<file path="src/rtl/rst_sequencer_if.sv">
// Status and handshake signals between rst_sequencer and the blocks it sequences.
// The master modport is the sequencer. The slave modport is the network/SoC side.
interface rst_sequencer_if;
   logic       net_resetdone_i;
   logic       net_rst_o;
   logic       sys_rst_o;
   logic       sys_rst_n_o;
   logic       ready_o;
   logic       timeout_o;
   logic [1:0] state_o;

   modport master (
      input  net_resetdone_i,
      output net_rst_o,
      output sys_rst_o,
      output sys_rst_n_o,
      output ready_o,
      output timeout_o,
      output state_o
   );

   modport slave (
      output net_resetdone_i,
      input  net_rst_o,
      input  sys_rst_o,
      input  sys_rst_n_o,
      input  ready_o,
      input  timeout_o,
      input  state_o
   );
endinterface

</file>
<file path="src/rtl/rst_sequencer.sv">
// Power-on reset sequencer. It synchronises the release of the board reset and stretches
// the network reset. It waits for the network block's resetdone and then releases the SoC
// reset. On timeout it retries the network reset, and once the retries are used up it
// boots the SoC anyway with timeout_o set.
// Optional build macro RST_SEQ_RELOCK_EN: a loss of resetdone in RUN reruns the whole
// sequence. This only applies when RUN was reached without a timeout.
module rst_sequencer #(
   parameter int unsigned HOLD_CYCLES    = 1024,
   parameter int unsigned TIMEOUT_CYCLES = 1048576,
   parameter int unsigned MAX_RETRIES    = 3,
   parameter int unsigned SYNC_STAGES    = 3
) (
   input  logic           sys_clk_i,
   input  logic           areset_i,
   rst_sequencer_if.master seq
);

   localparam int unsigned MaxCycles = (HOLD_CYCLES > TIMEOUT_CYCLES) ? HOLD_CYCLES
                                                                     : TIMEOUT_CYCLES;
   localparam int unsigned CntW      = $clog2(MaxCycles) + 1;
   localparam int unsigned RetryW    = (MAX_RETRIES > 0) ? $clog2(MAX_RETRIES + 1) : 1;

   typedef enum logic [1:0] {
      StHold    = 2'd0,
      StNetWait = 2'd1,
      StRun     = 2'd2
   } state_e;

   logic [SYNC_STAGES-1:0] rst_sync_q;
   logic [SYNC_STAGES-1:0] done_sync_q;
   logic                   rst_sync;
   logic                   done_s;

   state_e                 state_q, state_d;
   logic [CntW-1:0]        cnt_q, cnt_d;
   logic [RetryW-1:0]      retry_q, retry_d;
   logic                   timeout_q, timeout_d;
   logic                   net_rst_q, net_rst_d;
   logic                   sys_rst_q, sys_rst_d;
   logic                   sys_rst_n_q, sys_rst_n_d;
   logic                   ready_q, ready_d;

   assign rst_sync = rst_sync_q[SYNC_STAGES-1];
   assign done_s   = done_sync_q[SYNC_STAGES-1];

   // Reset-release synchroniser: set asynchronously, releases after SYNC_STAGES edges.
   always_ff @(posedge sys_clk_i or posedge areset_i) begin
      if (areset_i) begin
         rst_sync_q <= '1;
      end else begin
         rst_sync_q <= {rst_sync_q[SYNC_STAGES-2:0], 1'b0};
      end
   end

   // resetdone synchroniser from the network clock domain.
   always_ff @(posedge sys_clk_i or posedge areset_i) begin
      if (areset_i) begin
         done_sync_q <= '0;
      end else begin
         done_sync_q <= {done_sync_q[SYNC_STAGES-2:0], seq.net_resetdone_i};
      end
   end

   // Next-state logic: sequencing counter, retries and the registered output values.
   always_comb begin
      state_d   = state_q;
      cnt_d     = cnt_q;
      retry_d   = retry_q;
      timeout_d = timeout_q;

      case (state_q)
         StHold: begin
            if (cnt_q == CntW'(HOLD_CYCLES - 1)) begin
               state_d = StNetWait;
               cnt_d   = '0;
            end else begin
               cnt_d = cnt_q + CntW'(1);
            end
         end
         StNetWait: begin
            // A resetdone that arrives on the last timeout cycle still counts as success.
            if (done_s) begin
               state_d = StRun;
            end else if (cnt_q == CntW'(TIMEOUT_CYCLES - 1)) begin
               if (retry_q < RetryW'(MAX_RETRIES)) begin
                  retry_d = retry_q + RetryW'(1);
                  state_d = StHold;
                  cnt_d   = '0;
               end else begin
                  // Boot the SoC anyway so the UART is available for debug.
                  timeout_d = 1'b1;
                  state_d   = StRun;
               end
            end else begin
               cnt_d = cnt_q + CntW'(1);
            end
         end
         StRun: begin
`ifdef RST_SEQ_RELOCK_EN
            if (!timeout_q && !done_s) begin
               state_d = StHold;
               cnt_d   = '0;
               retry_d = '0;
            end
`else
            state_d = StRun;
`endif
         end
         default: begin
            state_d = StHold;
            cnt_d   = '0;
         end
      endcase

      // Hold the sequence at its start until the release has been synchronised.
      if (rst_sync) begin
         state_d = StHold;
         cnt_d   = '0;
      end

      net_rst_d   = (state_d == StHold);
      sys_rst_d   = (state_d != StRun);
      sys_rst_n_d = (state_d == StRun);
      ready_d     = (state_d == StRun);
   end

   // State and output registers; areset_i forces the reset values without a clock.
   always_ff @(posedge sys_clk_i or posedge areset_i) begin
      if (areset_i) begin
         state_q     <= StHold;
         cnt_q       <= '0;
         retry_q     <= '0;
         timeout_q   <= 1'b0;
         net_rst_q   <= 1'b1;
         sys_rst_q   <= 1'b1;
         sys_rst_n_q <= 1'b0;
         ready_q     <= 1'b0;
      end else begin
         state_q     <= state_d;
         cnt_q       <= cnt_d;
         retry_q     <= retry_d;
         timeout_q   <= timeout_d;
         net_rst_q   <= net_rst_d;
         sys_rst_q   <= sys_rst_d;
         sys_rst_n_q <= sys_rst_n_d;
         ready_q     <= ready_d;
      end
   end

   assign seq.net_rst_o   = net_rst_q;
   assign seq.sys_rst_o   = sys_rst_q;
   assign seq.sys_rst_n_o = sys_rst_n_q;
   assign seq.ready_o     = ready_q;
   assign seq.timeout_o   = timeout_q;
   assign seq.state_o     = state_q;

endmodule

</file>
<file path="src/flat_wrapper.sv">
// flat-port wrapper written by rule: the top's interface ports become plain ports
module rst_sequencer_flat 
#(
   parameter int unsigned HOLD_CYCLES    = 1024,
   parameter int unsigned TIMEOUT_CYCLES = 1048576,
   parameter int unsigned MAX_RETRIES    = 3,
   parameter int unsigned SYNC_STAGES    = 3
)
  (sys_clk_i, areset_i, seq_net_resetdone_i, seq_net_rst_o, seq_sys_rst_o, seq_sys_rst_n_o, seq_ready_o, seq_timeout_o, seq_state_o);
  rst_sequencer_if seq_i ();
  input  logic sys_clk_i;
  input  logic areset_i;
  input wire logic [$bits(seq_i.net_resetdone_i)-1:0] seq_net_resetdone_i;
  output wire logic [$bits(seq_i.net_rst_o)-1:0] seq_net_rst_o;
  output wire logic [$bits(seq_i.sys_rst_o)-1:0] seq_sys_rst_o;
  output wire logic [$bits(seq_i.sys_rst_n_o)-1:0] seq_sys_rst_n_o;
  output wire logic [$bits(seq_i.ready_o)-1:0] seq_ready_o;
  output wire logic [$bits(seq_i.timeout_o)-1:0] seq_timeout_o;
  output wire logic [$bits(seq_i.state_o)-1:0] seq_state_o;
  assign seq_i.net_resetdone_i = seq_net_resetdone_i;
  assign seq_net_rst_o = seq_i.net_rst_o;
  assign seq_sys_rst_o = seq_i.sys_rst_o;
  assign seq_sys_rst_n_o = seq_i.sys_rst_n_o;
  assign seq_ready_o = seq_i.ready_o;
  assign seq_timeout_o = seq_i.timeout_o;
  assign seq_state_o = seq_i.state_o;
  rst_sequencer #(.HOLD_CYCLES(HOLD_CYCLES), .TIMEOUT_CYCLES(TIMEOUT_CYCLES), .MAX_RETRIES(MAX_RETRIES), .SYNC_STAGES(SYNC_STAGES)) u_core (.sys_clk_i(sys_clk_i), .areset_i(areset_i), .seq(seq_i));
endmodule
</file>
<file path="config.mk">
export PLATFORM = sky130hd
export DESIGN_NAME = rst_sequencer_flat
export DESIGN_NICKNAME = d
export VERILOG_FILES = /design/src/rtl/rst_sequencer_if.sv /design/src/rtl/rst_sequencer.sv /design/src/flat_wrapper.sv
export SDC_FILE = /design/constraint.sdc
export NUM_CORES = 1
export LEC_CHECK = 0
export ABC_AREA = 1
export CORE_ASPECT_RATIO = 2
export CORE_MARGIN = 2
export CORE_UTILIZATION = 35
export DETAILED_ROUTE_END_ITERATION = 6
export PLACE_DENSITY = 0.59
export SYNTH_ARGS = -nofsm -noshare
export SYNTH_HDL_FRONTEND = slang
export SYNTH_SLANG_ARGS = --single-unit
</file>
<file path="constraint.sdc">
create_clock -name sys_clk_i -period 2.1 [get_ports sys_clk_i]
set_input_delay 0.63 -clock sys_clk_i [delete_from_list [all_inputs] [get_ports sys_clk_i]]
set_output_delay 0.63 -clock sys_clk_i [all_outputs]
set_load 0.05 [all_outputs]
</file>
==> results_dict.tcl <==
set metrics [dict create \
    status "finished clean" \
    async_flop_share_pct 100 \
    ys.flop_type "dfrtp_1" \
    dieArea_um2 7060 \
    synth_edf_count 0 \
    wl_per_cell_um 13.3 \
    io_buffers 9 \
    via_per_inst 4.84 \
    clkPwrFrac_pct 53.0 \
    criticalPathCategory "reg2reg" \
    combPwrFrac_pct 3.0 \
    grt_pass1_wl_mm 9.44 \
    place_ws_ns 0.258 \
    cp-end-kind "flop" \
    synth_top_area_share_pct 33.7 \
    grt_overflow_total 0 \
    maxCapViolations 0 \
    worstPathMaxFanout 9 \
    ctsResizeCount 0 \
    num_rows 41 \
    first_global_vias 1971 \
    fin_skew_ns 0.00556 \
    p_int_w 0.00126 \
    swShare_pct 20.3 \
    finalMaxSlewViolations 0 \
    grt_use_met1_pct 23.1 \
    fmax_mhz 530 \
    nNetsFinal 329 \
    postCtsHoldBufs 0 \
    grt_usage_pct 17.9 \
    die_x_um 60.4 \
    r2r_slack_ns 0.21 \
    min_period_ns 1.89 \
    reg2reg_depth 8 \
    setup_tns_ns 0 \
    min-delay-start "u_core.done_sync_q[1]" \
    ys_ff_latch 35 \
    postCtsSetupBuffers 0 \
    synth_nets 311 \
    clk_pin_slew_ns 0.06 \
    cts.sinks 35 \
    antenna_found_initial 0 \
    drc 0 \
    synth.distinct_cells 33 \
    netlist_area_um2 2230 \
    final.period_utilization_pct 89.8 \
    clock_latency_ns 0.28 \
    postSynthAreaPerCell_um2 7.28 \
    hp-class "reg2reg" \
    cellLeakagePower_nw 1.28 \
    root_buffer "clkbuf_16" \
    crit_arrival_ns 2.10 \
    io_pins 10 \
    core_region_area_um2 6210 \
    fin_util_pct 41.7 \
    diodes 0 \
    drive_gt1_share_pct 16.0 \
    die_h_um 117 \
    dp_hpwl_mm 4.16 \
    holdPathEnd "u_core.done_sync_q[2]" \
    finalHoldViolCount 0 \
    crit_required_ns 2.32 \
    power.density_nw_per_um2 613 \
    r2r-end "u_core.cnt_q[0]" \
    place.gp.congestion 0.900 \
    r2r-start "u_core.cnt_q[0]" \
    dp_cells 403 \
    finalNonFillerCells 411 \
    synthToLayoutAreaGrowth_pct 16.1 \
    min_path_cells 0 \
    drt-initial-drc-count 113 \
    yosysMostFrequentCell "nand2_1" \
    setup_slack_ns 0.215 \
    yosys-top-cells-count "nand2_1 (105), nand3_1 (40), dfrtp_1 (30)" \
    irDropWorstVdd_mv 0.333 \
    top_usage_layer "met2" \
    synth.largest_area_cell "dfrtp_1" \
    cts_max_path_buffers 2 \
    vias 1989 \
    ys_seq_area_share_pct 39.6 \
    synthTopCellsByArea "dfrtp_1 (34%), nand2_1 (18%), nand3_1 (9.0%), dfstp_2 (5.9%), nor2_1 (4.7%)" \
    startpoint_type "flop" \
    p_seq_share_pct 44.0 \
    ant_nets 0 \
    rsz0062_at_grt "no" \
    cts_tree "built" \
    yosysWarnings 0 \
    firstDrtPassIters 4 \
    setup_violations 0 \
    cts_buffers 5 \
    p_sw_w 0.000322 \
    initial_utilization_pct 35.9 \
    htreeDepth 2 \
    total_power_w 0.00158 \
    grt_util_met2_pct 28.6 \
    routed_wl_mm 5.49 \
    syn_inst 306 \
    grt_util_met3_pct 2.97 \
    grt_max_degree 22 \
]
per-layer routing:
layer | part of all wire (%) | vias up
li1 | - | 1014
met1 | 44 | 925
met2 | 50 | 34
met3 | 2.2 | 16
met4 | 3.7 | 0
met5 | 0 | -
power by group through the flow:
stage	Clock (W)	Combinational, W	Sequential, W
finish	0.000840	0.0000473	0.000697
global route	0.000887	0.0000539	0.000697
CTS	0.000857	0.0000487	0.000696
detailed placement	0	0.0000485	0.000708
global placement	0	0.0000470	0.000707
floorplan	0	0.0000309	0.000706
worst max-delay path by stage:
stage,slack [ns],startpoint,end
CTS,0.23,u_core.cnt_q[1],u_core.cnt_q[8]
floorplan,0.39,u_core.seq.state_o[1],u_core.cnt_q[1]
global placement,0.29,u_core.cnt_q[0],u_core.cnt_q[4]
detailed placement,0.26,u_core.cnt_q[0],u_core.cnt_q[4]
global route,0.05,u_core.cnt_q[0],u_core.cnt_q[0]
finish,0.21,u_core.cnt_q[0],u_core.cnt_q[0]
worst max-delay path, cell delays in order, from the launching register on:
cell and delay [ns]:
dfrtp_1 0.39, ha_1 0.29, nand3_1 0.20, nor2_4 0.09, nand3_4 0.15, nand2_1 0.10, a21oi_2 0.37, nand3_1 0.14
nand2_1 0.09
cells in the final DEF (no fill, tap or decap), types with 2 or more instances in the layout:
cell / netlist / layout
nor2_2: 3 / 3
nand2_1: 105 / 105
dfrtp_1: 30 / 30
nor3_1: 2 / 2
a21oi_1: 8 / 8
clkdlybuf4s50_1: 0 / 2
xnor2_1: 2 / 2
nor2_4: 4 / 4
clkbuf_16: 0 / 5
nand3_1: 40 / 40
o21bai_1: 2 / 2
o21ai_1: 5 / 5
nand3b_1: 2 / 2
inv_1: 27 / 27
inv_2: 3 / 3
nand4_1: 8 / 8
nor2_1: 28 / 28
dfstp_2: 5 / 5
xor2_1: 7 / 7
nand3_2: 2 / 2
nand2_2: 6 / 6
ha_1: 2 / 2
buf_4: 1 / 15
flip-flops by register name, summed over array words and instances, names as in the netlist:
signal and flops:
u_core.seq.timeout_o 1, u_core.seq.state_o 2, u_core.seq.net_rst_o 1, u_core.rst_sync_q 3, u_core.seq.sys_rst_o 1, u_core.done_sync_q 3, u_core.seq.sys_rst_n_o 1, u_core.cnt_q 21
u_core.retry_q 2
per-stage QoR:
stage / hold slack [ns] / area, um^2
after floorplan: 0.331 / 2230
after global placement: 0.332 / 2420
after detailed placement: 0.342 / 2420
after CTS: 0.355 / 2590
after global routing: 0.359 / 2590
final: 0.351 / 2590
area by class of cell:
cell class / count / area [um^2]
Sequential cell: 35 / 882
Inverter: 30 / 113
Clock inverter: 3 / 43.8
Tap cell: 86 / 108
Clock buffer: 5 / 125
Multi-Input combinational cell: 235 / 1180
Timing Repair Buffer: 17 / 133
Fill cell: 655 / 3620
logic make-up after synthesis:
group                    after synthesis  synth area share [%]
AO/OA/AOI/OAI                         18                  4.77
AND/OR/NAND/NOR                      205                  43.5
flip-flops                            35                  39.6
adder cells (fa/ha/maj)                2                  1.12
other                                  1                 0.168
buffers and inverters                 36                  7.30
XOR/XNOR                               9                  3.54
Power figures use the tool's default switching activity.
